**src/rtl/ddr_stream_writer_if.sv**
```systemverilog
// Stream-in / native-write-out bundle for ddr_stream_writer.
// master = the writer itself, slave = stream source plus controller side.
interface ddr_stream_writer_if #(
  parameter int IN_WIDTH   = 32,
  parameter int DATA_WIDTH = 128,
  parameter int DM_WIDTH   = 16
);
  logic [IN_WIDTH-1:0]   s_data;
  logic                  s_valid;
  logic                  s_last;
  logic                  s_ready;
  logic                  wr_en;
  logic [31:0]           wr_addr;
  logic [DATA_WIDTH-1:0] wr_data;
  logic [DM_WIDTH-1:0]   wr_datamask;
  logic                  wr_busy;
  logic                  wr_ack;

  modport master (
    input  s_data, s_valid, s_last,
    input  wr_busy, wr_ack,
    output s_ready,
    output wr_en, wr_addr, wr_data, wr_datamask
  );

  modport slave (
    output s_data, s_valid, s_last,
    output wr_busy, wr_ack,
    input  s_ready,
    input  wr_en, wr_addr, wr_data, wr_datamask
  );
endinterface

```
**src/rtl/ddr_stream_writer.sv**
```systemverilog
// Packs a narrow stream into native write beats, buffers them,
// and issues them to the DDR controller write port.
module ddr_stream_writer #(
  parameter int          IN_WIDTH   = 32,
  parameter int          DATA_WIDTH = 128,
  parameter int          DM_WIDTH   = 16,
  parameter logic [31:0] START_ADDR = 32'h0000000,
  parameter logic [31:0] END_ADDR   = 32'h1ffffff,
  parameter int          ADDR_STEP  = 16,
  parameter int          FIFO_DEPTH = 16
) (
  input  logic                        clk,
  input  logic                        reset_n,
  input  logic                        cal_done,
  ddr_stream_writer_if.master         bus,
  output logic                        frame_done,
  output logic                        wrap,
  output logic [$clog2(FIFO_DEPTH):0] fifo_level
);

  localparam int WORDS = DATA_WIDTH / IN_WIDTH;
  localparam int BPW   = IN_WIDTH / 8;
  localparam int IW    = (WORDS > 1) ? $clog2(WORDS) : 1;
  localparam int AW    = $clog2(FIFO_DEPTH);
  localparam int LW    = AW + 1;

  typedef enum logic {IDLE, REQ} state_t;

  state_t state;
  state_t state_nxt;

  logic [IW-1:0]         idx;
  logic [DATA_WIDTH-1:0] pack_data;
  logic [DM_WIDTH-1:0]   pack_mask;
  logic [DATA_WIDTH-1:0] beat_data;
  logic [DM_WIDTH-1:0]   beat_mask;
  logic                  ready_q;
  logic                  accept;
  logic                  push;
  logic                  do_push;

  logic [DATA_WIDTH-1:0] mem_data [FIFO_DEPTH];
  logic [DM_WIDTH-1:0]   mem_mask [FIFO_DEPTH];
  logic                  mem_last [FIFO_DEPTH];
  logic [AW-1:0]         wptr;
  logic [AW-1:0]         rptr;
  logic [AW-1:0]         rptr_nxt;
  logic [AW-1:0]         load_ptr;
  logic [LW-1:0]         count;
  logic                  full;
  logic                  empty;

  logic                  can_issue;
  logic                  launch;
  logic                  chain;
  logic                  pop;
  logic                  load;
  logic                  req_en;

  logic [31:0]           addr_q;
  logic [DATA_WIDTH-1:0] data_q;
  logic [DM_WIDTH-1:0]   mask_q;
  logic [32:0]           step33;
  logic                  wrap_hit;
  logic [31:0]           addr_nxt;

  assign full     = (count == LW'(FIFO_DEPTH));
  assign empty    = (count == '0);
  assign rptr_nxt = rptr + AW'(1);

  assign accept   = bus.s_valid & bus.s_ready;
  assign push     = accept & ((idx == IW'(WORDS - 1)) | bus.s_last);
  assign do_push  = push & (!full | pop);

  assign bus.s_ready     = ready_q & !full;
  assign bus.wr_en       = req_en;
  assign bus.wr_addr     = addr_q;
  assign bus.wr_data     = data_q;
  assign bus.wr_datamask = mask_q;
  assign fifo_level      = count;

  // merge the incoming word into the partially built beat
  always_comb begin
    beat_data = pack_data;
    beat_mask = pack_mask;
    beat_data[idx*IN_WIDTH +: IN_WIDTH] = bus.s_data;
    beat_mask[idx*BPW +: BPW] = '0;
  end

  // ready stays low while in reset, then follows FIFO space
  always_ff @(posedge clk or negedge reset_n) begin
    if (!reset_n) ready_q <= 1'b0;
    else          ready_q <= 1'b1;
  end

  // packer: fill slots, restart after each pushed beat
  always_ff @(posedge clk or negedge reset_n) begin
    if (!reset_n) begin
      idx       <= '0;
      pack_data <= '0;
      pack_mask <= '1;
    end else if (accept) begin
      if (push) begin
        idx       <= '0;
        pack_data <= '0;
        pack_mask <= '1;
      end else begin
        idx       <= idx + IW'(1);
        pack_data <= beat_data;
        pack_mask <= beat_mask;
      end
    end
  end

  // beat storage; contents are don't-care until written
  always_ff @(posedge clk) begin
    if (do_push) begin
      mem_data[wptr] <= beat_data;
      mem_mask[wptr] <= beat_mask;
      mem_last[wptr] <= bus.s_last;
    end
  end

  // FIFO pointers and occupancy
  always_ff @(posedge clk or negedge reset_n) begin
    if (!reset_n) begin
      wptr  <= '0;
      rptr  <= '0;
      count <= '0;
    end else begin
      if (do_push) wptr <= wptr + AW'(1);
      if (pop)     rptr <= rptr_nxt;
      unique case ({do_push, pop})
        2'b10:   count <= count + LW'(1);
        2'b01:   count <= count - LW'(1);
        default: count <= count;
      endcase
    end
  end

  // issue FSM state register
  always_ff @(posedge clk or negedge reset_n) begin
    if (!reset_n) state <= IDLE;
    else          state <= state_nxt;
  end

  // issue FSM next state
  always_comb begin
    state_nxt = state;
    unique case (state)
      IDLE: if (launch)       state_nxt = REQ;
      REQ:  if (pop && !chain) state_nxt = IDLE;
      default:                state_nxt = IDLE;
    endcase
  end

  // issue FSM outputs; busy only gates new launches
  always_comb begin
    can_issue = cal_done & !bus.wr_busy;
    req_en    = (state == REQ);
    pop       = req_en & bus.wr_ack;
    launch    = (state == IDLE) & can_issue & !empty;
    chain     = pop & can_issue & (count > LW'(1));
    load      = launch | chain;
    load_ptr  = launch ? rptr : rptr_nxt;
  end

  // next address with 33-bit wrap test
  always_comb begin
    step33   = {1'b0, addr_q} + 33'(ADDR_STEP);
    wrap_hit = (step33 + 33'(ADDR_STEP) - 33'd1) > {1'b0, END_ADDR};
    addr_nxt = wrap_hit ? START_ADDR : step33[31:0];
  end

  // hold request payload stable until the next load
  always_ff @(posedge clk or negedge reset_n) begin
    if (!reset_n) begin
      data_q <= '0;
      mask_q <= '1;
    end else if (load) begin
      data_q <= mem_data[load_ptr];
      mask_q <= mem_mask[load_ptr];
    end
  end

  // address advance and acknowledge-side pulses
  always_ff @(posedge clk or negedge reset_n) begin
    if (!reset_n) begin
      addr_q     <= START_ADDR;
      wrap       <= 1'b0;
      frame_done <= 1'b0;
    end else begin
      wrap       <= 1'b0;
      frame_done <= 1'b0;
      if (pop) begin
        addr_q     <= addr_nxt;
        wrap       <= wrap_hit;
        frame_done <= mem_last[rptr];
      end
    end
  end

endmodule

```
**src/flat_wrapper.sv**
```systemverilog
// flat-port wrapper written by rule: the top's interface ports become plain ports
module ddr_stream_writer_flat 
#(
  parameter int          IN_WIDTH   = 32,
  parameter int          DATA_WIDTH = 128,
  parameter int          DM_WIDTH   = 16,
  parameter logic [31:0] START_ADDR = 32'h0000000,
  parameter logic [31:0] END_ADDR   = 32'h1ffffff,
  parameter int          ADDR_STEP  = 16,
  parameter int          FIFO_DEPTH = 16
)
  (clk, reset_n, cal_done, frame_done, wrap, fifo_level, bus_s_data, bus_s_valid, bus_s_last, bus_wr_busy, bus_wr_ack, bus_s_ready, bus_wr_en, bus_wr_addr, bus_wr_data, bus_wr_datamask);
  ddr_stream_writer_if #(.IN_WIDTH(IN_WIDTH), .DATA_WIDTH(DATA_WIDTH), .DM_WIDTH(DM_WIDTH)) bus_i ();
  input  logic clk;
  input  logic reset_n;
  input  logic cal_done;
  output logic frame_done;
  output logic wrap;
  output logic [$clog2(FIFO_DEPTH):0] fifo_level;
  input wire logic [$bits(bus_i.s_data)-1:0] bus_s_data;
  input wire logic [$bits(bus_i.s_valid)-1:0] bus_s_valid;
  input wire logic [$bits(bus_i.s_last)-1:0] bus_s_last;
  input wire logic [$bits(bus_i.wr_busy)-1:0] bus_wr_busy;
  input wire logic [$bits(bus_i.wr_ack)-1:0] bus_wr_ack;
  output wire logic [$bits(bus_i.s_ready)-1:0] bus_s_ready;
  output wire logic [$bits(bus_i.wr_en)-1:0] bus_wr_en;
  output wire logic [$bits(bus_i.wr_addr)-1:0] bus_wr_addr;
  output wire logic [$bits(bus_i.wr_data)-1:0] bus_wr_data;
  output wire logic [$bits(bus_i.wr_datamask)-1:0] bus_wr_datamask;
  assign bus_i.s_data = bus_s_data;
  assign bus_i.s_valid = bus_s_valid;
  assign bus_i.s_last = bus_s_last;
  assign bus_i.wr_busy = bus_wr_busy;
  assign bus_i.wr_ack = bus_wr_ack;
  assign bus_s_ready = bus_i.s_ready;
  assign bus_wr_en = bus_i.wr_en;
  assign bus_wr_addr = bus_i.wr_addr;
  assign bus_wr_data = bus_i.wr_data;
  assign bus_wr_datamask = bus_i.wr_datamask;
  ddr_stream_writer #(.IN_WIDTH(IN_WIDTH), .DATA_WIDTH(DATA_WIDTH), .DM_WIDTH(DM_WIDTH), .START_ADDR(START_ADDR), .END_ADDR(END_ADDR), .ADDR_STEP(ADDR_STEP), .FIFO_DEPTH(FIFO_DEPTH)) u_core (.clk(clk), .reset_n(reset_n), .cal_done(cal_done), .bus(bus_i), .frame_done(frame_done), .wrap(wrap), .fifo_level(fifo_level));
endmodule
```
**config.mk**
```make
export PLATFORM = sky130hd
export DESIGN_NAME = ddr_stream_writer_flat
export DESIGN_NICKNAME = d
export VERILOG_FILES = /design/src/rtl/ddr_stream_writer_if.sv /design/src/rtl/ddr_stream_writer.sv /design/src/flat_wrapper.sv
export SDC_FILE = /design/constraint.sdc
export NUM_CORES = 2
export LEC_CHECK = 0
export ABC_AREA = 1
export CAP_MARGIN = 20
export CORE_UTILIZATION = 35
export DETAILED_ROUTE_END_ITERATION = 6
export GPL_TIMING_DRIVEN = 0
export PLACE_DENSITY_LB_ADDON = 0.08
export RECOVER_POWER = 100
export SETUP_SLACK_MARGIN = 0.3
export SYNTH_ARGS = -nofsm -noshare
export SYNTH_HDL_FRONTEND = slang
export SYNTH_SLANG_ARGS = --single-unit
```
**constraint.sdc**
```tcl
create_clock -name clk -period 34.1 [get_ports clk]
set_input_delay 8.525 -clock clk [delete_from_list [all_inputs] [get_ports clk]]
set_output_delay 8.525 -clock clk [all_outputs]
set_load 0.01 [all_outputs]
```
==> results.md <==
* Status: finished, violations left
* Failing checks: capacitance limit, slew limit
* PwrDens at roughly 99 nW/um^2
* Antenna viol nets, final at 0
* CTS Buffer Depth at 4
* M3 GR Usage at 3.15%
* Setup Fix Bufs, Post-CTS at 0
* Req. time, crit path at 34.62 ns
* Number of global-route vias before repair at between 70000 and 80000
* Crit path time final at ~17 ns
* Worst-Skew Late Latency at 0.95 ns
* Resized Gates After CTS at 0
* Height of the chip at 561 um
* Synth cell types at 43
* Core Area at roughly 310000 um^2
* Met2 Track Usage GR at just over 40%
* CTS buffer count at 308
* Max Slew Vio Count at just over 2000
* Hold Violations, Final at 0
* Total number of yosys warnings at 0
* Worst slew margin at -305%
* F_max at 59.0 MHz
* GR peak layer: met2
* Gpl congestion at about 0.86
* Gr usage total at 25.3%
* Mean Syn Cell Area at 11.1 um^2
* DR vias at around 78000
* Final worst-path cycle share at 49.7%
* Post-synth ARST share at 12.6%
* Post-synthesis cell count at approximately 9800
* Die Wd at around 560 um
* Post-synth EDFFs at between 2000 and 2500
* Worst slew pin tran at 6.07 ns
* Worst IR Drop VDD at between 0.07 and 0.08 mV
* Pre-CTS WS at 20.94 ns
* Area delta synth->final at 16.9%
* CTS sink cnt at 2655
* H-tree depth at 5
* Most common cell after layout, fill and taps aside: nand2_1
* Gr ovfl total at 0
* DRT Pass-1 Iters at 6
* Worst setup path category: in -> reg
* Worst-path clk slew at approximately 0.05 ns
* Hold buffer count at cts at 0
* Arrival @ worst endpoint at 17.46 ns
* Commonest cells after routing, fill and taps aside: 3158 x nand2_1, 2320 x edfxtp_1, 2097 x nand3_1
* Pwr Total at 12.7 mW
* Iter 0 DRT Violations at 8235
* IO Pins at 224
* Worst Path Max Fanout at 20
* DR WL/cell at 26.8 um
* RSZ-0062 raised after global routing: false
* Ys flop type: edfxtp_1
* Fin nets at 10700
* Die area at about 310000 um^2
* CTS tree: built
* Avg Vias per Cell at 5.14
* Root buf cell: clkbuf_16
* Layout cell share with drive strength beyond 1 at 8.62%
* Initial core utilization at 35.3%
* Sequential area share after synthesis at between 70 and 80%
* #FFs+latches synth at 2655
* Port Buf Inserts at 219
* Final WL at 404000 um
* Largest net degree at the start of global routing at 92
* Final setup fails at 0
* Layout Skew at approximately 0.05 ns
* Hold Slack at 0.466 ns
* Worst Hold Class: reg -> reg
* Placed Cells incl. Taps at 14500
* Num rows at 204
* Register area at 78100 um^2
* First-pass GRT wire length at 566000 um
* Netlist Area Pre-Place at 109000 um^2
* Multi-input gate area at 25600 um^2
* Critical path endpoint category: flop
* Initial antenna violation count at between 40 and 50
* Total of max-cap violations at 90
* Post-DP HPWL at 284000 um
* Fillers at about 30000
* CP startpoint kind: primary input
* Drt drc at 0
* Slack of the worst reg-to-reg path at 24.27 ns
* Leakage Power at 49.6 nW
* Worst setup margin at 17.16 ns
* Grt met1 use at 35.3%
* Non-Filler Instances at 15100
[metrics by stage]
stage	instance area [um^2]	TNS, ns	utilization (%)
after floorplan	109000	0	-
after global placement	117000	-483.22	37.7
after detailed placement	122000	0	39.4
after CTS	132000	0	42.5
after global routing	128000	0	41.3
final	128000	0	41.3
[registers in the layout (all words and copies together), names as in the netlist]
| signal | flops |
|---|---|
| u_core.bus.wr_addr | 28 |
| u_core.bus.wr_data | 128 |
| u_core.bus.wr_datamask | 16 |
| u_core.bus.wr_en | 1 |
| u_core.fifo_level | 5 |
| u_core.frame_done | 1 |
| u_core.idx | 2 |
| u_core.mem_data | 2048 |
| u_core.mem_last | 16 |
| u_core.mem_mask | 256 |
| u_core.pack_data | 128 |
| u_core.pack_mask | 16 |
| u_core.ready_q | 1 |
| u_core.rptr | 4 |
| u_core.wptr | 4 |
| u_core.wrap | 1 |
[synthesized netlist by cell type (2+ instances only)]
library cell	count	area share (%)
clkbuf_1	130	0.45
o211ai_1	2	0.014
buf_2	381	1.7
nor2_2	10	0.057
buf_1	31	0.11
o221ai_1	2	0.016
edfxtp_1	2320	64
o21ai_1	23	0.11
dfstp_2	32	0.77
dlygate4sd3_1	2	0.018
inv_1	766	2.6
xor2_1	9	0.072
o21bai_1	4	0.027
clkinv_1	2	0.0069
buf_4	33	0.23
nand4_1	7	0.040
a21oi_1	2	0.0091
nor4_1	2	0.011
nand3_1	2097	9.6
dfrtp_1	303	6.9
inv_2	6	0.021
nor2_8	2	0.037
nor2_1	138	0.47
buf_6	4	0.041
inv_4	2	0.011
nand2_1	3156	11
o21ai_0	173	0.79
xnor2_1	3	0.024
nor3_1	8	0.037
o22ai_1	100	0.57
conb_1	2	0.0069
nor2_4	5	0.051
nand2_4	6	0.062
ha_1	16	0.18
nand2_2	52	0.30
clkbuf_8	3	0.038
and2_1	2	0.011
[per-layer routing]
metal	routed length (um)	up-vias
li1	-	35200
met1	175000	38800
met2	187000	2942
met3	28100	582
met4	14200	4
met5	22	-
[critical path: stages]
cell,delay [ns]
dlygate4sd3_1,1.18
nor2_1,0.20
nor2_1,0.60
nand2_1,0.24
nor2_1,0.96
clkbuf_1,1.17
clkbuf_1,1.31
clkbuf_1,1.39
clkbuf_1,0.93
clkbuf_1,0.85
[area by class of cell]
type / count / area share (%)
sequential: 2655 / 61.0
multi-input combinational: 5828 / 20.0
clock buffer: 439 / 6.72
tap: 4120 / 4.03
timing repair buffer: 536 / 2.74
inverter: 777 / 2.29
buffer: 585 / 2.20
clock inverter: 123 / 0.960
antenna: 19 / 0.0372
[kinds of logic (layout without fill, tap and decap cells)]
group / Yosys count / in the layout / synth area share [%]
adder cells (fa/ha/maj): 16 / 16 / 0.183
buffers and inverters: 1362 / 2460 / 5.30
XOR/XNOR: 12 / 12 / 0.0960
other: 2 / 24 / 0.00686
AO/OA/AOI/OAI: 307 / 307 / 1.54
flip-flops: 2655 / 2655 / 71.4
AND/OR/NAND/NOR: 5487 / 5487 / 21.5
multiplexers: 1 / 1 / 0.00915
[final timing paths]
kind / to / cells after the start / startpoint
worst min register to register: u_core.bus.wr_datamask[9]$_DFFE_PN1P_ / 2 / u_core.bus.wr_datamask[9]$_DFFE_PN1P_
worst max-delay path: u_core.mem_data[2][97]$_DFFE_PP_ / 10 / bus_s_last
max in group asynchronous: u_core.pack_data[87]$_DFFE_PN0P_ / 3 / reset_n
worst max register to register: u_core.mem_data[2][97]$_DFFE_PP_ / 16 / u_core.fifo_level[0]$_DFFE_PN0P_
worst min-delay path: u_core.bus.wr_datamask[9]$_DFFE_PN1P_ / 2 / u_core.bus.wr_datamask[9]$_DFFE_PN1P_
min in group asynchronous: u_core.bus.wr_data[79]$_DFFE_PN0P_ / 1 / reset_n
[where the power goes]
| part | switching [mW] | leakage, nW | internal (mW) |
|---|---|---|---|
| sequential | 0.0799 | 25.7 | 3.95 |
| clock | 1.38 | 4.79 | 1.88 |
| combinational | 4.04 | 19.1 | 1.33 |
No activity file was read; power rests on OpenSTA's default activity.
